[src/rtl/control_sequencer_if.sv]
// Instruction-fetch handshake between the control sequencer (master) and
// instruction memory (slave).
interface control_sequencer_if;
  logic [31:0] instr;
  logic        instr_valid;
  logic        instr_req;
  logic [63:0] pc;

  modport master (input instr, input instr_valid, output instr_req, output pc);
  modport slave  (output instr, output instr_valid, input instr_req, input pc);
endinterface

[src/rtl/control_sequencer.sv]
// Multi-cycle instruction sequencer: fetches a 32-bit word, decodes it and
// drives ALU, register-file and RAM controls for one or two execute cycles.
//
// state | meaning
// FETCH | request instruction, latch IR when instr_valid
// EXEC  | decode IR; ALU/MOV ops retire here, LDR/STR move on to MEM
// MEM   | RAM access for LDR/STR, then retire
// HALT  | parked until reset, halted=1
module control_sequencer #(
  parameter logic [63:0] PC_RESET = 64'd0,
  parameter logic [1:0]  RAM_SIZE = 2'b11
) (
  input  logic                       clock,
  input  logic                       reset,
  control_sequencer_if.master        ibus,
  output logic [63:0]                k,
  output logic [4:0]                 FS,
  output logic                       C0,
  output logic [4:0]                 SA,
  output logic [4:0]                 SB,
  output logic [4:0]                 DA,
  output logic                       B_Sel,
  output logic                       EN_B,
  output logic                       EN_ALU,
  output logic                       EN_ADDR_ALU,
  output logic                       w_reg,
  output logic                       ram_cs,
  output logic                       ram_write_en,
  output logic                       ram_read_en,
  output logic [1:0]                 ramOutsize,
  output logic                       halted,
  output logic                       illegal
);

  typedef enum logic [1:0] {FETCH, EXEC, MEM, HALT} state_t;

  localparam logic [3:0] OP_NOP  = 4'd0;
  localparam logic [3:0] OP_ALUR = 4'd1;
  localparam logic [3:0] OP_ADDI = 4'd2;
  localparam logic [3:0] OP_ORI  = 4'd3;
  localparam logic [3:0] OP_LDR  = 4'd4;
  localparam logic [3:0] OP_STR  = 4'd5;
  localparam logic [3:0] OP_MOV  = 4'd6;
  localparam logic [3:0] OP_HALT = 4'd15;

  localparam logic [4:0] FS_ADD = 5'b01000;
  localparam logic [4:0] FS_OR  = 5'b01100;

  state_t      state_q, state_d;
  logic [63:0] pc_q, pc_d;
  logic [31:0] ir_q, ir_d;
  logic        started_q;
  logic        req_c;
  logic [3:0]  op;
  logic [63:0] pc_inc;

  assign op         = ir_q[31:28];
  assign DA         = ir_q[27:23];
  assign SA         = ir_q[22:18];
  assign SB         = ir_q[17:13];
  assign k          = {51'd0, ir_q[12:0]};
  assign pc_inc     = pc_q + 64'd4;
  assign ibus.pc    = pc_q;
  assign ibus.instr_req = req_c;
  assign ramOutsize = RAM_SIZE;

  // started_q holds off the first fetch until an edge has seen reset released
  always_ff @(posedge clock) begin
    if (!reset) begin
      state_q   <= FETCH;
      pc_q      <= PC_RESET;
      ir_q      <= 32'd0;
      started_q <= 1'b0;
    end else begin
      state_q   <= state_d;
      pc_q      <= pc_d;
      ir_q      <= ir_d;
      started_q <= 1'b1;
    end
  end

  always_comb begin
    state_d      = state_q;
    pc_d         = pc_q;
    ir_d         = ir_q;
    req_c        = 1'b0;
    FS           = 5'd0;
    C0           = 1'b0;
    B_Sel        = 1'b0;
    EN_B         = 1'b0;
    EN_ALU       = 1'b0;
    EN_ADDR_ALU  = 1'b0;
    w_reg        = 1'b0;
    ram_cs       = 1'b0;
    ram_write_en = 1'b0;
    ram_read_en  = 1'b0;
    halted       = 1'b0;
    illegal      = 1'b0;

    case (state_q)
      FETCH: begin
        if (started_q) begin
          req_c = 1'b1;
          if (ibus.instr_valid) begin
            ir_d    = ibus.instr;
            state_d = EXEC;
          end
        end
      end
      EXEC: begin
        pc_d    = pc_inc;
        state_d = FETCH;
        case (op)
          OP_NOP: ;
          OP_ALUR: begin
            EN_ALU = 1'b1;
            w_reg  = 1'b1;
            FS     = ir_q[12:8];
            C0     = ir_q[7];
          end
          OP_ADDI: begin
            EN_ALU = 1'b1;
            w_reg  = 1'b1;
            B_Sel  = 1'b1;
            FS     = FS_ADD;
          end
          OP_ORI: begin
            EN_ALU = 1'b1;
            w_reg  = 1'b1;
            B_Sel  = 1'b1;
            FS     = FS_OR;
          end
          OP_MOV: begin
            EN_B  = 1'b1;
            w_reg = 1'b1;
          end
          OP_LDR, OP_STR: begin
            FS          = FS_ADD;
            B_Sel       = 1'b1;
            EN_ADDR_ALU = 1'b1;
            ram_cs      = 1'b1;
            pc_d        = pc_q;
            state_d     = MEM;
          end
          OP_HALT: begin
            pc_d    = pc_q;
            state_d = HALT;
          end
          default: illegal = 1'b1;
        endcase
      end
      MEM: begin
        FS          = FS_ADD;
        B_Sel       = 1'b1;
        EN_ADDR_ALU = 1'b1;
        ram_cs      = 1'b1;
        if (op == OP_LDR) begin
          ram_read_en = 1'b1;
          w_reg       = 1'b1;
        end else begin
          EN_B         = 1'b1;
          ram_write_en = 1'b1;
        end
        pc_d    = pc_inc;
        state_d = FETCH;
      end
      HALT: halted = 1'b1;
      default: state_d = FETCH;
    endcase

    // Outputs stay quiet for as long as reset is held, whatever the state
    if (!reset) begin
      req_c        = 1'b0;
      FS           = 5'd0;
      C0           = 1'b0;
      B_Sel        = 1'b0;
      EN_B         = 1'b0;
      EN_ALU       = 1'b0;
      EN_ADDR_ALU  = 1'b0;
      w_reg        = 1'b0;
      ram_cs       = 1'b0;
      ram_write_en = 1'b0;
      ram_read_en  = 1'b0;
      halted       = 1'b0;
      illegal      = 1'b0;
    end
  end

endmodule
[src/flat_wrapper.sv]
// flat-port wrapper written by rule: the top's interface ports become plain ports
module control_sequencer_flat 
#(
  parameter logic [63:0] PC_RESET = 64'd0,
  parameter logic [1:0]  RAM_SIZE = 2'b11
)
  (clock, reset, k, FS, C0, SA, SB, DA, B_Sel, EN_B, EN_ALU, EN_ADDR_ALU, w_reg, ram_cs, ram_write_en, ram_read_en, ramOutsize, halted, illegal, ibus_instr, ibus_instr_valid, ibus_instr_req, ibus_pc);
  control_sequencer_if ibus_i ();
  input  logic clock;
  input  logic reset;
  output logic [63:0] k;
  output logic [4:0] FS;
  output logic C0;
  output logic [4:0] SA;
  output logic [4:0] SB;
  output logic [4:0] DA;
  output logic B_Sel;
  output logic EN_B;
  output logic EN_ALU;
  output logic EN_ADDR_ALU;
  output logic w_reg;
  output logic ram_cs;
  output logic ram_write_en;
  output logic ram_read_en;
  output logic [1:0] ramOutsize;
  output logic halted;
  output logic illegal;
  input wire logic [$bits(ibus_i.instr)-1:0] ibus_instr;
  input wire logic [$bits(ibus_i.instr_valid)-1:0] ibus_instr_valid;
  output wire logic [$bits(ibus_i.instr_req)-1:0] ibus_instr_req;
  output wire logic [$bits(ibus_i.pc)-1:0] ibus_pc;
  assign ibus_i.instr = ibus_instr;
  assign ibus_i.instr_valid = ibus_instr_valid;
  assign ibus_instr_req = ibus_i.instr_req;
  assign ibus_pc = ibus_i.pc;
  control_sequencer #(.PC_RESET(PC_RESET), .RAM_SIZE(RAM_SIZE)) u_core (.clock(clock), .reset(reset), .ibus(ibus_i), .k(k), .FS(FS), .C0(C0), .SA(SA), .SB(SB), .DA(DA), .B_Sel(B_Sel), .EN_B(EN_B), .EN_ALU(EN_ALU), .EN_ADDR_ALU(EN_ADDR_ALU), .w_reg(w_reg), .ram_cs(ram_cs), .ram_write_en(ram_write_en), .ram_read_en(ram_read_en), .ramOutsize(ramOutsize), .halted(halted), .illegal(illegal));
endmodule
[config.mk]
export PLATFORM = sky130hd
export DESIGN_NAME = control_sequencer_flat
export DESIGN_NICKNAME = d
export VERILOG_FILES = /design/src/rtl/control_sequencer_if.sv /design/src/rtl/control_sequencer.sv /design/src/flat_wrapper.sv
export SDC_FILE = /design/constraint.sdc
export NUM_CORES = 1
export LEC_CHECK = 0
export CAP_MARGIN = 20
export CORE_MARGIN = 1
export CORE_UTILIZATION = 48
export CTS_CLUSTER_SIZE = 30
export DETAILED_ROUTE_END_ITERATION = 8
export HOLD_SLACK_MARGIN = 0.12
export PLACE_DENSITY = 0.95
export SETUP_SLACK_MARGIN = 0.3
export SLEW_MARGIN = 20
export SYNTH_ARGS = -nofsm -noshare
export SYNTH_HDL_FRONTEND = slang
export SYNTH_SLANG_ARGS = --single-unit
export TNS_END_PERCENT = 50
[constraint.sdc]
create_clock -name clock -period 7.6 [get_ports clock]
set_input_delay 2.28 -clock clock [delete_from_list [all_inputs] [get_ports clock]]
set_output_delay 2.28 -clock clock [all_outputs]
set_load 0.02 [all_outputs]
==> results.json <==
{
  "outcome": "completed",
  "fp.dieH_um": 107,
  "drc_errors": 0,
  "ys_types": 46,
  "globalRouteOverflowTotal": 0,
  "synth_edf_count": 0,
  "grt_usage_pct": 23.0,
  "clock-sinks": 97,
  "post-cts-setup-buffers": 0,
  "antenna_found_initial": 0,
  "worstRegToRegCells": 7,
  "clock_latency_ps": 360,
  "ctsHoldBuffers": 0,
  "dr.first_iter.drc_count": 193,
  "cts_buffer_depth": 2,
  "nets": 807,
  "routed_wirelength_um": 13200,
  "antenna_left": 0,
  "crit_end": "FS[1]",
  "clkSlewWorstSetupHoldPaths_ps": 90,
  "synth_area_um2": 5290,
  "routed_via_density": 5.42,
  "post-route-period-util_pct": 85.7,
  "fmax_ghz": 0.153,
  "rows": 37,
  "seq_power_share_pct": 52.7,
  "cts-resized-gates": 0,
  "area_growth_pct": 23.1,
  "async_flop_share_pct": 0,
  "start_kind": "primary input",
  "gp_congestion": 0.773,
  "avgSynthCellArea_um2": 7.83,
  "drtPass1Iterations": 4,
  "p_per_area_nw_per_um2": 155,
  "timing.final.crit_period_ps": 6520,
  "dp.final_hpwl_um": 9410,
  "ys_ff_latch": 97,
  "slew_violations": 0,
  "p_int_mw": 0.735,
  "peakVddDrop_mv": 0.0844,
  "crit_type": "in -> out",
  "rsz0062_at_grt": "false",
  "r2r_slack_ps": 4630,
  "vias": 4914,
  "diodes": 0,
  "r2r-start": "u_core.state_q[1]$_SDFFE_PN0P_",
  "hold_path_class": "reg -> reg",
  "route.detailed.wl_per_inst_um": 14.5,
  "finalHoldViolations": 0,
  "netSwitchingFraction_pct": 27.0,
  "fin_setup_tns_ps": 0,
  "port_buffers": 141,
  "end_kind": "primary output",
  "cts_tree": "yes",
  "layout-drive-gt1-share_pct": 3.64,
  "initial_core_util_pct": 50.4,
  "slew_headroom_pct": 37.4,
  "power_leakage_nw": 2.14,
  "coreArea_um2": 10500,
  "htree_levels": 3,
  "p_comb_share_pct": 13.3,
  "r2r_end": "u_core.ibus.pc[59]$_SDFFE_PN0P_",
  "cp_max_fo": 5,
  "dieArea_um2": 11500,
  "finalClockSkew_ps": 14.5,
  "cts.root.buffer_cell": "clkbuf_8",
  "ys.flop_type": "dfxtp_1",
  "grt_max_degree": 89,
  "cp-startpoint": "reset",
  "power_frac_clock_pct": 34.1,
  "cts_buffers": 9,
  "io_pins": 197,
  "yosys_warnings": 0,
  "grt_pass1_vias": 4436,
  "grt_pass1_wl_um": 21100,
  "maxCapViolations": 0,
  "switching_power_mw": 0.272,
  "ys_seq_area_share_pct": 36.7,
  "finalSetupViolations": 0,
  "final_core_util_pct": 62.0,
  "crit_arrival_ps": 4240,
  "syn_inst": 676,
  "hp-start": "u_core.ir_q[25]$_SDFFE_PN0P_",
  "tightest_slew_ps": 929,
  "crit_required_ps": 5320,
  "die_w_um": 107
}
[placed cells by master, fill, tap and decap left out, drive strengths merged, types with 18 or more instances in the layout]
cell type        n
nand2           95
nor3            18
conb            55
nor2            40
xnor2           18
nand4           22
a21oi           69
dfxtp           97
clkdlybuf4s50  141
nand3           28
o21ai           22
[power by group through the flow]
stage	clock network, mW	logic, mW	registers [mW]
after floorplan	0	0.114	0.539
after global placement	0	0.131	0.542
after detailed placement	0	0.133	0.542
after CTS	0.349	0.133	0.531
after global routing	0.374	0.145	0.532
final	0.343	0.134	0.531
[worst min path at each step]
stage	to	slack, ps	cells past startpoint
4_1_cts	u_core.ir_q[25]$_SDFFE_PN0P_	460	2
3_3_place_gp	u_core.ir_q[15]$_SDFFE_PN0P_	440	2
2_1_floorplan	u_core.ir_q[0]$_SDFFE_PN0P_	440	2
5_1_grt	u_core.ir_q[25]$_SDFFE_PN0P_	480	2
3_5_place_dp	u_core.ir_q[25]$_SDFFE_PN0P_	450	2
6_report	u_core.ir_q[25]$_SDFFE_PN0P_	460	2
[worst max-delay path: stages]
cell,delay [ps]
clkdlybuf4s50_1,620
nand2_1,130
nor3_1,380
and3_1,220
clkdlybuf4s50_1,600
[final cells by class]
| type | instances | area [um^2] |
|---|---|---|
| Inverter | 15 | 56.3 |
| Timing Repair Buffer | 144 | 1430 |
| Clock inverter | 4 | 52.6 |
| Fill cell | 894 | 3990 |
| Clock buffer | 11 | 151 |
| Sequential cell | 97 | 1940 |
| Multi-Input combinational cell | 499 | 2710 |
| Tap cell | 136 | 170 |
[state kept, by name (all words and copies together) (netlist names)]
name	count
u_core.started_q	1
u_core.state_q	2
u_core.ir_q	32
u_core.ibus.pc	62
[metrics by stage]
step	power [mW]	instance area (um^2)	setup slack (ps)	hold slack, ps	instances
floorplan	0.654	5490	2010	437	729
global placement	0.673	6310	1130	441	891
detailed placement	0.675	6310	1060	446	891
CTS	1.01	6520	1060	459	906
global route	1.05	6520	968	477	906
finish	1.01	6520	1080	457	906
[cell usage after synthesis (all sizes together) (14+ instances only)]
cell type,n,area share (%)
nand4,22,2.7
o31ai,15,2.1
xnor2,18,3.0
o21ai,22,2.1
or3,17,2.1
nor4,17,2.1
or4,14,2.0
dfxtp,97,37
nor3,18,1.7
a21oi,69,6.5
nand3,28,2.6
buf,89,13
nor2,40,2.8
inv,15,1.1
nand2,95,6.7
clkbuf,29,2.1
[kinds of logic (layout without fill, tap and decap cells)]
logic type,after synthesis,after routing,share of synthesized area (%)
and+or+nand+nor,288,288,28.0
buffers and inverters,133,174,15.9
AOI/OAI and AO/OA,122,122,13.2
DFF,97,97,36.7
xor gates and xnor gates,25,25,4.14
adders and majority gates,6,6,1.42
muxes,3,3,0.567
other,2,55,0.142
[layer usage]
layer / up-vias / routed length [um] / share of wire, % / global-route usage (%)
li1: 2405 / - / - / -
met1: 2272 / 5490 / 42 / 28.4
met2: 220 / 6440 / 49 / 39.4
met3: 17 / 1060 / 8.1 / 6.63
met4: 0 / 166 / 1.3 / 5.58
met5: - / 0 / 0 / 0
Power figures use the tool's default switching activity.
